===== config.mk =====
export PLATFORM = sky130hd
export DESIGN_NAME = morse_ram_scheduler_flat
export DESIGN_NICKNAME = d
export VERILOG_FILES = /design/src/rtl/morse_ram_scheduler_pkg.sv /design/src/rtl/morse_ram_scheduler_if.sv /design/src/rtl/morse_ram_scheduler_arbiter.sv /design/src/rtl/morse_ram_scheduler.sv /design/src/flat_wrapper.sv
export SDC_FILE = /design/constraint.sdc
export NUM_CORES = 1
export LEC_CHECK = 0
export CORE_ASPECT_RATIO = 2
export CORE_UTILIZATION = 42
export CTS_CLUSTER_DIAMETER = 100
export CTS_CLUSTER_SIZE = 28
export DETAILED_ROUTE_END_ITERATION = 10
export PLACE_DENSITY = 0.73
export RECOVER_POWER = 100
export SLEW_MARGIN = 20
export SYNTH_ARGS = -nofsm -noshare
export SYNTH_HDL_FRONTEND = slang
export SYNTH_SLANG_ARGS = --single-unit

===== constraint.sdc =====
create_clock -name clock -period 2.3 [get_ports clock]
set_clock_uncertainty 0.2 [all_clocks]
set_input_delay 0.46 -clock clock [delete_from_list [all_inputs] [get_ports clock]]
set_output_delay 0.46 -clock clock [all_outputs]
set_load 0.1 [all_outputs]

===== src/rtl/morse_ram_scheduler_pkg.sv =====
// Shared constants and types for the morse answer-RAM scheduler.
// Symbol codes, word/address widths, round size and FSM state encoding.
package morse_ram_scheduler_pkg;

    localparam int DATA_W  = 10;
    localparam int WORDS   = 4;
    localparam int ADDR_W  = 5;
    localparam int P2_BASE = 16;
    localparam int CNT_W   = $clog2(WORDS + 1);
    localparam int IDX_W   = $clog2(WORDS);

    localparam logic [1:0] MORSE_NONE = 2'b00;
    localparam logic [1:0] MORSE_DOT  = 2'b01;
    localparam logic [1:0] MORSE_LINE = 2'b11;

    localparam logic [CNT_W-1:0]  WORDS_MAX = CNT_W'(WORDS);
    localparam logic [ADDR_W-1:0] P2_ADDR   = ADDR_W'(P2_BASE);
    localparam logic [IDX_W-1:0]  IDX_LAST  = IDX_W'(WORDS - 1);

    typedef logic [DATA_W-1:0] word_t;

    typedef enum logic [2:0] {
        ST_COLLECT,
        ST_RD_A,
        ST_RD_B,
        ST_CMP,
        ST_DONE
    } state_t;

endpackage


===== src/rtl/morse_ram_scheduler_if.sv =====
// Single-port answer RAM bus between the scheduler and the RAM.
// master: drives ram_address/ram_data/ram_wren, reads ram_q; slave: the RAM side.
interface morse_ram_scheduler_if;
    import morse_ram_scheduler_pkg::*;

    logic [ADDR_W-1:0] ram_address;
    word_t             ram_data;
    logic              ram_wren;
    word_t             ram_q;

    modport master (
        output ram_address,
        output ram_data,
        output ram_wren,
        input  ram_q
    );

    modport slave (
        input  ram_address,
        input  ram_data,
        input  ram_wren,
        output ram_q
    );

endinterface


===== src/rtl/morse_ram_scheduler_arbiter.sv =====
// Per-player pending latches, round-robin write grant and address/count generation.
// In: clock, reset, collect, clear, p1/p2 strobes+words. Out: grant bundle, counts, pend_any, drop.
module morse_ram_scheduler_arbiter
    import morse_ram_scheduler_pkg::*;
(
    input  logic              clock,
    input  logic              reset,
    input  logic              collect,
    input  logic              clear,
    input  logic              p1_write,
    input  word_t             p1_q,
    input  logic              p2_write,
    input  word_t             p2_q,
    output logic              gnt,
    output logic [ADDR_W-1:0] gnt_addr,
    output word_t             gnt_data,
    output logic [CNT_W-1:0]  p1_count,
    output logic [CNT_W-1:0]  p2_count,
    output logic              pend_any,
    output logic [1:0]        drop
);

    logic [1:0] pend;
    word_t      word1;
    word_t      word2;
    logic       ptr;
    logic       g1;
    logic       g2;
    logic       acc1;
    logic       acc2;

    // ptr=0 favours p1. A strobe arriving in its own grant cycle is
    // accepted only if the slot after the granted one still fits.
    always_comb begin
        g1 = collect && pend[0] && (!pend[1] || !ptr);
        g2 = collect && pend[1] && (!pend[0] || ptr);
        acc1 = collect && p1_write &&
               (g1 ? (p1_count + CNT_W'(1) < WORDS_MAX)
                   : (!pend[0] && p1_count < WORDS_MAX));
        acc2 = collect && p2_write &&
               (g2 ? (p2_count + CNT_W'(1) < WORDS_MAX)
                   : (!pend[1] && p2_count < WORDS_MAX));
        gnt      = g1 || g2;
        gnt_addr = g1 ? ADDR_W'(p1_count)
                      : P2_ADDR + ADDR_W'(p2_count);
        gnt_data = g1 ? word1 : word2;
    end

    assign pend_any = |pend;

    always_ff @(posedge clock or posedge reset) begin
        if (reset) begin
            pend     <= 2'b00;
            word1    <= '0;
            word2    <= '0;
            ptr      <= 1'b0;
            p1_count <= '0;
            p2_count <= '0;
            drop     <= 2'b00;
        end else if (clear) begin
            pend     <= 2'b00;
            p1_count <= '0;
            p2_count <= '0;
            drop     <= 2'b00;
        end else begin
            if (g1) p1_count <= p1_count + CNT_W'(1);
            if (g2) p2_count <= p2_count + CNT_W'(1);
            if (acc1) begin
                pend[0] <= 1'b1;
                word1   <= p1_q;
            end else if (g1) begin
                pend[0] <= 1'b0;
            end
            if (acc2) begin
                pend[1] <= 1'b1;
                word2   <= p2_q;
            end else if (g2) begin
                pend[1] <= 1'b0;
            end
            if (collect && pend[0] && pend[1]) ptr <= !ptr;
            drop <= drop | {p2_write && !acc2, p1_write && !acc1};
        end
    end

endmodule


===== src/rtl/morse_ram_scheduler.sv =====
// Shares the answer RAM between two morse players and compares their words per round.
// In: clock, reset, p1/p2 strobes+words, new_round, ram.ram_q. Out: ram bus, counts, busy, done, match_count, all_match, drop.
module morse_ram_scheduler
    import morse_ram_scheduler_pkg::*;
(
    input  logic                 clock,
    input  logic                 reset,
    input  logic                 p1_write,
    input  word_t                p1_q,
    input  logic                 p2_write,
    input  word_t                p2_q,
    input  logic                 new_round,
    morse_ram_scheduler_if.master ram,
    output logic [CNT_W-1:0]     p1_count,
    output logic [CNT_W-1:0]     p2_count,
    output logic                 busy,
    output logic                 done,
    output logic [CNT_W-1:0]     match_count,
    output logic                 all_match,
    output logic [1:0]           drop
);

    state_t            state;
    state_t            next_state;
    logic [IDX_W-1:0]  idx;
    word_t             word_a;
    logic [ADDR_W-1:0] addr_q;
    word_t             data_q;
    logic              wren_q;
    logic              gnt;
    logic [ADDR_W-1:0] gnt_addr;
    word_t             gnt_data;
    logic              pend_any;
    logic              collect;
    logic              clear;
    logic              full;
    logic              last;

    assign collect = (state == ST_COLLECT);
    assign clear   = (state == ST_DONE) && new_round;
    assign full    = (p1_count == WORDS_MAX) && (p2_count == WORDS_MAX);
    assign last    = (idx == IDX_LAST);

    morse_ram_scheduler_arbiter u_arbiter (
        .clock    (clock),
        .reset    (reset),
        .collect  (collect),
        .clear    (clear),
        .p1_write (p1_write),
        .p1_q     (p1_q),
        .p2_write (p2_write),
        .p2_q     (p2_q),
        .gnt      (gnt),
        .gnt_addr (gnt_addr),
        .gnt_data (gnt_data),
        .p1_count (p1_count),
        .p2_count (p2_count),
        .pend_any (pend_any),
        .drop     (drop)
    );

    always_ff @(posedge clock or posedge reset) begin
        if (reset) state <= ST_COLLECT;
        else       state <= next_state;
    end

    always_comb begin
        next_state = state;
        unique case (state)
            ST_COLLECT: if (full && !pend_any) next_state = ST_RD_A;
            ST_RD_A:    next_state = ST_RD_B;
            ST_RD_B:    next_state = ST_CMP;
            ST_CMP:     next_state = last ? ST_DONE : ST_RD_A;
            ST_DONE:    if (new_round) next_state = ST_COLLECT;
            default:    next_state = ST_COLLECT;
        endcase
    end

    always_comb begin
        busy      = (state == ST_RD_A) || (state == ST_RD_B) ||
                    (state == ST_CMP);
        all_match = (match_count == WORDS_MAX);
    end

    // The RAM address register is loaded one state ahead, so the
    // address is on the bus during the state that names it and the
    // read data arrives in the following state.
    always_ff @(posedge clock or posedge reset) begin
        if (reset) begin
            addr_q      <= '0;
            data_q      <= '0;
            wren_q      <= 1'b0;
            idx         <= '0;
            word_a      <= '0;
            match_count <= '0;
            done        <= 1'b0;
        end else begin
            wren_q <= 1'b0;
            done   <= 1'b0;
            unique case (state)
                ST_COLLECT: begin
                    if (gnt) begin
                        wren_q <= 1'b1;
                        addr_q <= gnt_addr;
                        data_q <= gnt_data;
                    end
                    if (next_state == ST_RD_A) begin
                        idx         <= '0;
                        match_count <= '0;
                        addr_q      <= '0;
                    end
                end
                ST_RD_A: addr_q <= P2_ADDR + ADDR_W'(idx);
                ST_RD_B: word_a <= ram.ram_q;
                ST_CMP: begin
                    if (ram.ram_q == word_a && match_count != WORDS_MAX)
                        match_count <= match_count + CNT_W'(1);
                    if (last) begin
                        done <= 1'b1;
                    end else begin
                        idx    <= idx + IDX_W'(1);
                        addr_q <= ADDR_W'(idx + IDX_W'(1));
                    end
                end
                default: ;
            endcase
        end
    end

    assign ram.ram_address = addr_q;
    assign ram.ram_data    = data_q;
    assign ram.ram_wren    = wren_q;

endmodule

===== src/flat_wrapper.sv =====
// flat-port wrapper written by rule: the top's interface ports become plain ports
module morse_ram_scheduler_flat import morse_ram_scheduler_pkg::*;
  (clock, reset, p1_write, p1_q, p2_write, p2_q, new_round, p1_count, p2_count, busy, done, match_count, all_match, drop, ram_ram_address, ram_ram_data, ram_ram_wren, ram_ram_q);
  morse_ram_scheduler_if ram_i ();
  input  logic clock;
  input  logic reset;
  input  logic p1_write;
  input  word_t p1_q;
  input  logic p2_write;
  input  word_t p2_q;
  input  logic new_round;
  output logic [CNT_W-1:0] p1_count;
  output logic [CNT_W-1:0] p2_count;
  output logic busy;
  output logic done;
  output logic [CNT_W-1:0] match_count;
  output logic all_match;
  output logic [1:0] drop;
  output wire logic [$bits(ram_i.ram_address)-1:0] ram_ram_address;
  output wire logic [$bits(ram_i.ram_data)-1:0] ram_ram_data;
  output wire logic [$bits(ram_i.ram_wren)-1:0] ram_ram_wren;
  input wire logic [$bits(ram_i.ram_q)-1:0] ram_ram_q;
  assign ram_ram_address = ram_i.ram_address;
  assign ram_ram_data = ram_i.ram_data;
  assign ram_ram_wren = ram_i.ram_wren;
  assign ram_i.ram_q = ram_ram_q;
  morse_ram_scheduler u_core (.clock(clock), .reset(reset), .p1_write(p1_write), .p1_q(p1_q), .p2_write(p2_write), .p2_q(p2_q), .new_round(new_round), .ram(ram_i), .p1_count(p1_count), .p2_count(p2_count), .busy(busy), .done(done), .match_count(match_count), .all_match(all_match), .drop(drop));
endmodule

==> impl_metrics.yaml, run 1 <==
clock_tree:
  clk_latency_ns: 0.32
  path_clk_slew_ns: 0.05
  cts_hold_buf: 0
  postCtsSetupBuffers: 0
  cts_tree: "built"
  root_buffer: "clkbuf_16"
  clk_path_buf_depth: 2
  cts_sinks: 65
  htreeDepth: 3
  cts_buffers: 9
  cts_resized: 0
synth:
  synth-compound-area-share_pct: 7.413
  ys_types: 38
  syn-num-nets: 313
  synth_warnings: 0
  synthMuxAreaShare_pct: 16.54
  synth-xor-area-share_pct: 4.847
  synth-simple-area-share_pct: 11.45
  ys_seq_area_share_pct: 52.95
  synth_area_um2: 3072
  ys_ff_latch: 65
  synth_cells: 271
  synth_top_family_by_area: "multiplexers"
  synthAdderAreaFrac_pct: 2.851
  avgSynthCellArea_um2: 11.33
detailed_routing:
  remaining_drc_errors: 0
  wl_per_cell_um: 14.96
  vias: 2214
  vias_per_cell: 5.078
  ant_nets: 0
  initialDrtViolationCount: 113
  drt_wl_total_mm: 6.521
  first_pass_iters: 4
setup_path:
  startpoint_type: "register"
  crit_path_end_kind: "register"
  critPathTopFamily: "flip-flops"
  critical-path-slowest-cell: "dfrtp_2"
  cpPeakStageDelay_ns: 0.42
  critical_path_class: "register to register"
  cp_cell_sequence: "ha_1 -> and3_1 -> o21a_1 -> o211ai_1 -> clkbuf_4 -> mux2_1"
  arrival_ns: 2.15
  path_buf_inv: 1
  timing.rr.start: "u_core.u_arbiter.p2_count[0]"
  worstPathRequired_ns: 2.30
  critPathLaunch: "u_core.u_arbiter.p2_count[0]"
  path_max_fanout: 11
sta:
  finalHoldViolations: 0
  setup_viol: 0
  fin_hold_ws_ns: 0.2777
  rsz0062_at_grt: "false"
  finalCritPeriodShare_pct: 93.62
  drv_slew: 0
  period_needed_ns: 2.153
  finalWorstSetupSlack_ns: 0.1467
  fmax_mhz: 464.4
  worst_pin_slew_ns: 0.5903
  slew_headroom_pct: 60.65
layout:
  n_fill_cell: 648
  fin_nets: 383
  antenna_cells: 0
  seq_area_um2: 1635
  drive_above_1_share_pct: 22.83
  syn_to_final_growth_pct: 30.10
  multi_input_area_um2: 1335
floorplanning:
  die-area_um2: 7680
  die_h_um: 122.9
  ioPinCount: 65
  start_util_pct: 43.92
  core_um2: 6994
  num_rows: 43
  fp.dieW_um: 62.47
placement:
  place_ws_ns: -0.1364
  place_congestion: 0.7881
  hpwl_mm: 4.846
  io_buffer_count: 63
grt:
  grtUsageTotal_pct: 18.94
  antenna_found_initial: 0
  grt_max_degree: 44
  grt_overflow: 0
  grt_pass1_vias: 2252
  grt_pass1_wl_mm: 10.86
worst_hold_path:
  min_from: "u_core.ram.ram_data[3]"
  hp-class: "register to register"
status:
  status: "finished clean"
run:
  cap_violations: 0
[final timing paths]
kind                                                end  slack, ns  depth (start not counted)
min in group asynchronous              u_core.word_a[6]       0.41                          2
max                           u_core.u_arbiter.word2[7]       0.15                          6
min reg2reg                      u_core.ram.ram_data[3]       0.28                          2
max reg2reg                   u_core.u_arbiter.word2[7]       0.15                          6
max in group asynchronous  u_core.u_arbiter.p1_count[2]       0.43                          3
min                              u_core.ram.ram_data[3]       0.28                          2
[cell usage after synthesis (all sizes together)]
library cell / instances / area, um^2
mux2: 30 / 337.8
nand2b: 1 / 6.260
o211ai: 2 / 15.01
a32oi: 2 / 17.52
xnor2: 12 / 105.1
buf: 11 / 57.56
or4: 1 / 11.26
nor3: 5 / 35.03
nand2: 23 / 86.33
o21a: 2 / 15.01
a31oi: 1 / 6.260
and3: 4 / 25.02
a21oi: 6 / 30.03
mux2i: 17 / 170.2
o311ai: 1 / 8.760
clkbuf: 4 / 15.01
dfrtp: 65 / 1627
nand3: 6 / 42.54
inv: 12 / 45.04
a22o: 1 / 8.760
o22ai: 1 / 6.260
ha: 7 / 87.58
xor2: 5 / 43.79
nand3b: 1 / 7.510
nand4: 5 / 31.28
nor4: 1 / 21.27
nor3b: 1 / 7.510
nor2: 19 / 71.32
o2bb2a: 1 / 10.01
conb: 1 / 3.750
o21ai: 22 / 110.1
and2: 1 / 6.260
[placed cells by master, fill, tap and decap left out, types with 2 or more instances in the layout]
cell type	synthesis	layout
dfrtp_1	65	58
clkdlybuf4s50_1	0	33
clkbuf_2	0	27
nand2_1	23	23
o21ai_0	17	20
nor2_1	19	18
mux2_1	18	18
mux2i_1	17	17
xnor2_1	12	12
mux2_2	12	12
inv_1	11	10
clkbuf_16	0	9
dfrtp_2	0	7
a21oi_1	6	6
ha_1	7	6
clkbuf_1	4	6
buf_4	1	6
nand3_1	5	5
nand4_1	5	5
xor2_1	5	5
and3_1	4	4
clkbuf_4	0	4
nor3_1	3	3
o21a_1	2	2
nor3_2	2	2
o211ai_1	2	2
o21ai_1	5	2
a32oi_1	2	2
inv_2	1	2
clkinv_2	0	2
bufinv_16	0	2
[sequential cells by signal (all words and copies together) (netlist names), 2 cells and up]
register / count
u_core.state: 3
u_core.match_count: 3
u_core.u_arbiter.p1_count: 3
u_core.ram.ram_address: 4
u_core.idx: 2
u_core.word_a: 10
u_core.u_arbiter.p2_count: 3
u_core.u_arbiter.pend: 2
u_core.ram.ram_data: 10
u_core.u_arbiter.word2: 10
u_core.u_arbiter.drop: 2
u_core.u_arbiter.word1: 10
[tightest hold or removal path, cell delays in order, from the launching register on]
cell,delay (ns)
dfrtp_1,0.33
nand2_1,0.05
o21ai_0,0.06
[final cells by class]
class / count / area share, %
sequential: 65 / 40.92
tap: 90 / 2.818
multi-input combinational: 179 / 33.41
timing repair buffer: 74 / 14.06
inverter: 12 / 1.127
clock inverter: 4 / 1.753
clock buffer: 12 / 5.917
[metal layers]
metal  up-vias  part of all wire [%]  GRT usage [%]
met1      1079                    36          19.77
met4         0                   2.4          9.302
li1       1074                     -              -
met3        12                   3.6          4.336
met2        49                    57          35.12
met5         -                     0              0
[cell families (layout without fill, tap and decap cells)]
| logic type | Yosys count | after routing |
|---|---|---|
| flops | 65 | 65 |
| mux | 47 | 47 |
| simple gates | 68 | 68 |
| xor+xnor | 17 | 17 |
| fa+ha+maj | 7 | 7 |
| compound gates | 39 | 39 |
| other cells | 1 | 1 |
| buf+inv | 27 | 102 |
[per-stage QoR]
stage	setup TNS, ns	utilization (%)	cells	instance area [um^2]
3_5_place_dp	-0.3065	54.44	420	3807
6_report	0	57.14	436	3996
5_1_grt	0	57.14	436	3996
4_1_cts	0	58.82	436	4114
2_1_floorplan	-1.478	-	271	3094
3_3_place_gp	-0.1932	54.44	420	3807
Power of run 1 is left out: the tool's default activity adds up to more than one toggle a clock period on the data nets, which glitch-free logic cannot reach.
==> run 2: changes to the inputs <==
--- a/config.mk
+++ b/config.mk
@@ -5,12 +5,15 @@
 export SDC_FILE = /design/constraint.sdc
 export NUM_CORES = 1
 export LEC_CHECK = 0
+export ABC_AREA = 1
+export CELL_PAD_IN_SITES_DETAIL_PLACEMENT = 0
+export CELL_PAD_IN_SITES_GLOBAL_PLACEMENT = 1
 export CORE_ASPECT_RATIO = 2
-export CORE_UTILIZATION = 42
+export CORE_UTILIZATION = 34
 export CTS_CLUSTER_DIAMETER = 100
 export CTS_CLUSTER_SIZE = 28
 export DETAILED_ROUTE_END_ITERATION = 10
-export PLACE_DENSITY = 0.73
+export PLACE_DENSITY = 0.79
 export RECOVER_POWER = 100
 export SLEW_MARGIN = 20
 export SYNTH_ARGS = -nofsm -noshare
==> constraint.sdc (replaced) <==
create_clock -name clock -period 1.9 [get_ports clock]
set_clock_uncertainty 0.2 [all_clocks]
set_input_delay 0.38 -clock clock [delete_from_list [all_inputs] [get_ports clock]]
set_output_delay 0.38 -clock clock [all_outputs]
set_load 0.1 [all_outputs]
==> impl_metrics.yaml, run 2 <==
status:
  status: "finished, violations left"
  violations: "DRC, setup timing"
layout:
  final_common_cell: "nand2_1"
  stdcell_area_um2: 4750
  drive_above_1_share_pct: 28.71
  antenna_cells: 0
  multi_input_area_um2: 1428
  fin_nets: 542
  layout_common_cells: "120 x nand2_1, 55 x dfrtp_1, 45 x buf_4, 38 x o21ai_0, 33 x clkdlybuf4s50_1"
  seq_area_um2: 1654
  syn_to_final_growth_pct: 47.76
  n_fill_cell: 863
sta:
  fmax_mhz: 524.9
  finalHoldViolations: 0
  slew_headroom_pct: 58.64
  drv_slew: 0
  rsz0062_at_grt: "true"
  period_needed_ns: 1.905
  setup_viol: 1
  finalWorstSetupSlack_ns: -0.005168
  worst_pin_slew_ns: 0.6170
  finalCritPeriodShare_pct: 100.3
synth:
  ys.flop_type: "dfrtp_1"
  ys_top_cells_by_count: "124 x nand2_1, 65 x dfrtp_1, 38 x o21ai_0"
  synth-async-reset-ratio_pct: 100.0
  syn-num-nets: 433
  ys_types: 32
  ys_ff_latch: 65
  synth_cells: 391
  synth_edf_count: 0
  ys_seq_area_share_pct: 50.60
  synth.area.top_cells: "dfrtp_1 51%, nand2_1 14%, o21ai_0 5.9%"
  synth.top_cell.area_share_pct: 50.60
  synth_area_um2: 3214
  avgSynthCellArea_um2: 8.221
  yosysTopAreaCell: "dfrtp_1"
  synth_warnings: 0
  synth_most_common_cell: "nand2_1"
setup_path:
  critical_path_class: "register to output pin"
  arrival_ns: 1.33
  reg2reg_slack_ns: 0.07
  endpoint: "all_match"
  startpoint_type: "register"
  critPathLaunch: "u_core.match_count[1]"
  worstRegToRegCells: 11
  reg2reg_to: "u_core.match_count[2]"
  worstPathRequired_ns: 1.32
  timing.rr.start: "u_core.u_arbiter.p2_count[1]"
  path_max_fanout: 2
  crit_path_end_kind: "output pin"
placement:
  place_congestion: 0.8324
  hpwl_mm: 6.496
  place_ws_ns: -0.1175
  io_buffer_count: 63
  placed_area_um2: 4499
power:
  p_leak_nw: 2.358
  ir_drop_uv: 1312
  p_per_area_nw_per_um2: 2035
detailed_routing:
  wl_per_cell_um: 14.12
  first_pass_iters: 7
  vias: 2869
  ant_nets: 0
  initialDrtViolationCount: 108
  vias_per_cell: 4.727
  remaining_drc_errors: 8
  drt_wl_total_mm: 8.571
floorplanning:
  fp.dieW_um: 70.75
  num_rows: 49
  die_h_um: 139.5
  start_util_pct: 35.42
  core_um2: 9074
  ioPinCount: 65
  die-area_um2: 9870
worst_hold_path:
  min_from: "u_core.u_arbiter.word2[4]"
  hp-class: "register to register"
clock_tree:
  clk_latency_ns: 0.33
  htreeDepth: 3
  cts_buffers: 9
  root_buffer: "clkbuf_16"
  path_clk_slew_ns: 0.06
  clk_path_buf_depth: 2
  cts_tree: "built"
  cts_hold_buf: 0
  cts_sinks: 65
grt:
  antenna_found_initial: 0
  grt_overflow: 0
  grtUsageTotal_pct: 18.80
  grt_max_degree: 33
  grt_pass1_wl_mm: 14.12
  grt_pass1_vias: 3028
run:
  cap_violations: 0
[run 2: cell count changes in the layout (fill, tap and decap cells not counted), moves of 12 or more]
cell / change
o21ai_0: +18
buf_12: +12
mux2i_1: -17
mux2_2: -12
nand2_1: +97
inv_1: +18
mux2_1: -18
buf_4: +39
nand3_1: +25
[run 2: through the flow]
stage / hold slack, ns / setup TNS, ns / instances / utilization, % / power (mW)
floorplan: 0.2367 / -0.07142 / 391 / - / 5.933
global placement: 0.2491 / -0.1798 / 574 / 49.59 / 7.824
detailed placement: 0.2579 / -0.3462 / 574 / 49.59 / 7.915
CTS: 0.1752 / -0.01681 / 593 / 53.76 / 9.917
global route: 0.2844 / -0.2544 / 607 / 52.34 / 10.25
finish: 0.2728 / -0.005168 / 607 / 52.34 / 9.667
[run 2: final cells by class]
class,count,share of cell area [%]
well taps,102,2.687
clock buffers,10,4.821
flip-flops and latches,65,34.83
inverters,42,3.793
repair buffers,110,21.39
clock inverters,6,2.424
multi-input cells,272,30.06
[run 2: cells by family after synthesis]
kind of cell	Yosys count	synth area share (%)
other	1	0.1167
adder cells (fa/ha/maj)	7	2.725
buffers and inverters	54	7.162
AND/OR/NAND/NOR	203	28.65
AO/OA/AOI/OAI	55	9.109
XOR/XNOR	6	1.635
flip-flops	65	50.60
[run 2: critical path, cell delays in order (launching register included)]
cell	delay, ns
dfrtp_4	0.49
inv_4	0.06
ha_4	0.13
nand2_4	0.05
clkinvlp_4	0.09
buf_12	0.16
[run 2: how the worst min path moves through the flow]
stage | cells past startpoint | end | slack, ns
after CTS | 2 | u_core.u_arbiter.word1[1] | 0.18
after floorplan | 2 | u_core.u_arbiter.word2[0] | 0.24
after global placement | 2 | u_core.u_arbiter.word2[7] | 0.25
final | 2 | u_core.u_arbiter.word2[4] | 0.27
after global routing | 2 | u_core.u_arbiter.word2[7] | 0.28
after detailed placement | 2 | u_core.u_arbiter.word2[4] | 0.26
[run 2: repair_timing]
action                     in CTS  in global routing
pin swaps                       1                 10
setup endpoints to repair       8                 23
gates cloned                    0                  0
gates resized for setup         2                 16
buffers inserted                3                 14
[run 2: power breakdown]
| part | switching, mW | internal (mW) |
|---|---|---|
| Clock | 0.620 | 1.29 |
| Combinational | 3.51 | 1.72 |
| Sequential | 0.491 | 2.04 |
[run 2: metal layers]
layer  wire (um)  track usage [%]  vias to the layer above
met5           0                0                        -
met2        4999            36.74                       75
met1        3062            18.06                     1334
met3         284            3.838                       16
met4         224            8.632                        0
li1            -                -                     1444
Power figures use the tool's default switching activity.
==> run 3: changes to the inputs <==
--- a/config.mk
+++ b/config.mk
@@ -9,11 +9,11 @@
 export CELL_PAD_IN_SITES_DETAIL_PLACEMENT = 0
 export CELL_PAD_IN_SITES_GLOBAL_PLACEMENT = 1
 export CORE_ASPECT_RATIO = 2
-export CORE_UTILIZATION = 34
+export CORE_UTILIZATION = 31
 export CTS_CLUSTER_DIAMETER = 100
 export CTS_CLUSTER_SIZE = 28
 export DETAILED_ROUTE_END_ITERATION = 10
-export PLACE_DENSITY = 0.79
+export PLACE_DENSITY = 0.73
 export RECOVER_POWER = 100
 export SLEW_MARGIN = 20
 export SYNTH_ARGS = -nofsm -noshare
==> impl_metrics.yaml, run 3 (same netlist as run 2, synthesis figures left out) <==
layout:
  drive_above_1_share_pct: 29.17
  fin_nets: 541
  seq_area_um2: 1657
  final_common_cell: "nand2_1"
  post-route-util_pct: 49.57
  layout_common_cells: "117 x nand2_1, 53 x dfrtp_1, 42 x buf_4, 37 x o21ai_0, 34 x clkdlybuf4s50_1"
  antenna_cells: 0
  multi_input_area_um2: 1430
  syn_to_final_growth_pct: 55.51
  n_fill_cell: 930
  stdcell_area_um2: 4999
worst_hold_path:
  hold_end: "u_core.u_arbiter.word2[8]"
  whs_path_depth: 2
  hp-class: "register to register"
  min_from: "u_core.u_arbiter.word2[8]"
clock_tree:
  clk_latency_ns: 0.33
  cts_tree: "built"
  htreeDepth: 3
  cts_sinks: 65
  cts_buffers: 9
  cts_hold_buf: 0
  root_buffer: "clkbuf_16"
  clk_path_buf_depth: 2
  path_clk_slew_ns: 0.06
grt:
  grtUsageMet3_pct: 3.463
  antenna_found_initial: 0
  grtUsageTotal_pct: 17.91
  busiest_layer: "met2"
  grt_pass1_vias: 2943
  grtUsageMet1_pct: 18.91
  grt_overflow: 0
  grt_pass1_wl_mm: 14.40
  grt_max_degree: 50
  grt_use_met2_pct: 33.18
setup_path:
  path_max_fanout: 2
  worstRegToRegCells: 11
  path_buf_inv: 3
  arrival_ns: 1.32
  critical-path-slowest-cell: "dfrtp_4"
  cpPeakStageDelay_ns: 0.48
  critical_path_class: "register to output pin"
  startpoint_type: "register"
  worstPathRequired_ns: 1.32
  reg2reg_slack_ns: 0.03
  critPathTopFamily: "flip-flops"
  cp_cell_sequence: "inv_2 -> ha_4 -> nand2_4 -> clkinvlp_4 -> buf_12"
  reg2reg_to: "u_core.match_count[2]"
  crit_path_end_kind: "output pin"
  timing.rr.start: "u_core.u_arbiter.p1_count[0]"
sta:
  setup_viol: 0
  worst_pin_slew_ns: 0.8678
  rsz0062_at_grt: "true"
  finalHoldViolations: 0
  drv_slew: 0
  fmax_mhz: 526.5
  slew_headroom_pct: 42.15
  period_needed_ns: 1.899
  finalCritPeriodShare_pct: 99.97
run:
  cap_violations: 0
detailed_routing:
  first_pass_iters: 4
  remaining_drc_errors: 0
  vias_per_cell: 4.518
  vias: 2887
  ant_nets: 0
  initialDrtViolationCount: 125
  wl_per_cell_um: 13.55
  drt_wl_total_mm: 8.660
placement:
  placed_area_um2: 4566
  hpwl_mm: 6.537
  place_congestion: 0.8177
  io_buffer_count: 63
power:
  p_leak_nw: 2.414
  p_per_area_nw_per_um2: 1996
  p_total_mw: 9.979
  ir_drop_uv: 1338
floorplanning:
  ioPinCount: 65
  die-area_um2: 10800
  core_um2: 10080
  num_rows: 52
  start_util_pct: 31.87
  die_h_um: 146.0
  fp.dieW_um: 74
status:
  status: "finished clean"
==> run 3: metal layers <==
metal  up-vias  share of wire (%)
met4         0                2.1
met2        75                 59
li1       1444                  -
met5         -                  0
met3        12                3.4
met1      1356                 36
==> run 3: tightest hold or removal path: cells and delay by family (launching register included) <==
family | cells | cell delay, ns
AND/OR/NAND/NOR | 2 | 0.10
flip-flops | 1 | 0.34
==> run 3: worst max-delay path by stage <==
| stage | start | endpoint | cells past startpoint |
|---|---|---|---|
| after floorplan | u_core.state[0] | busy | 2 |
| after global placement | ram_ram_q[2] | u_core.match_count[2] | 10 |
| after detailed placement | ram_ram_q[2] | u_core.match_count[0] | 10 |
| after CTS | u_core.match_count[1] | all_match | 5 |
| after global routing | u_core.u_arbiter.p1_count[0] | u_core.match_count[2] | 11 |
| final | u_core.match_count[1] | all_match | 5 |
==> run 3: what timing repair did <==
item / in CTS / in global routing
endpoints found under the setup margin: 3 / 10
pin swaps: 2 / 7
gates resized for setup: 3 / 17
buffers inserted: 6 / 5
==> run 3: final cells by class <==
cell class	instances	area share (%)
clock buffers	11	5.056
repair buffers	109	25.13
inverters	42	3.454
flip-flops and latches	65	33.14
clock inverters	5	1.227
multi-input cells	272	28.61
well taps	135	3.379
==> run 3: power by group <==
part	switching [mW]	total [mW]	internal [mW]	leakage [nW]
Sequential	0.547	2.59	2.04	0.790
Clock	0.634	1.73	1.10	0.157
Combinational	3.52	5.66	2.14	1.47
Total	4.70	9.98	5.28	2.41
==> run 3: through the flow <==
step | setup WS, ns | TNS, ns | hold slack (ns) | instances
CTS | -0.002602 | -0.002602 | 0.2685 | 634
global placement | -0.1209 | -0.3575 | 0.2503 | 612
floorplan | -0.06053 | -0.07142 | 0.2367 | 391
detailed placement | -0.1779 | -0.5101 | 0.2536 | 612
finish | 0.0005635 | 0 | 0.2636 | 639
global route | -0.07220 | -0.2923 | 0.2844 | 639
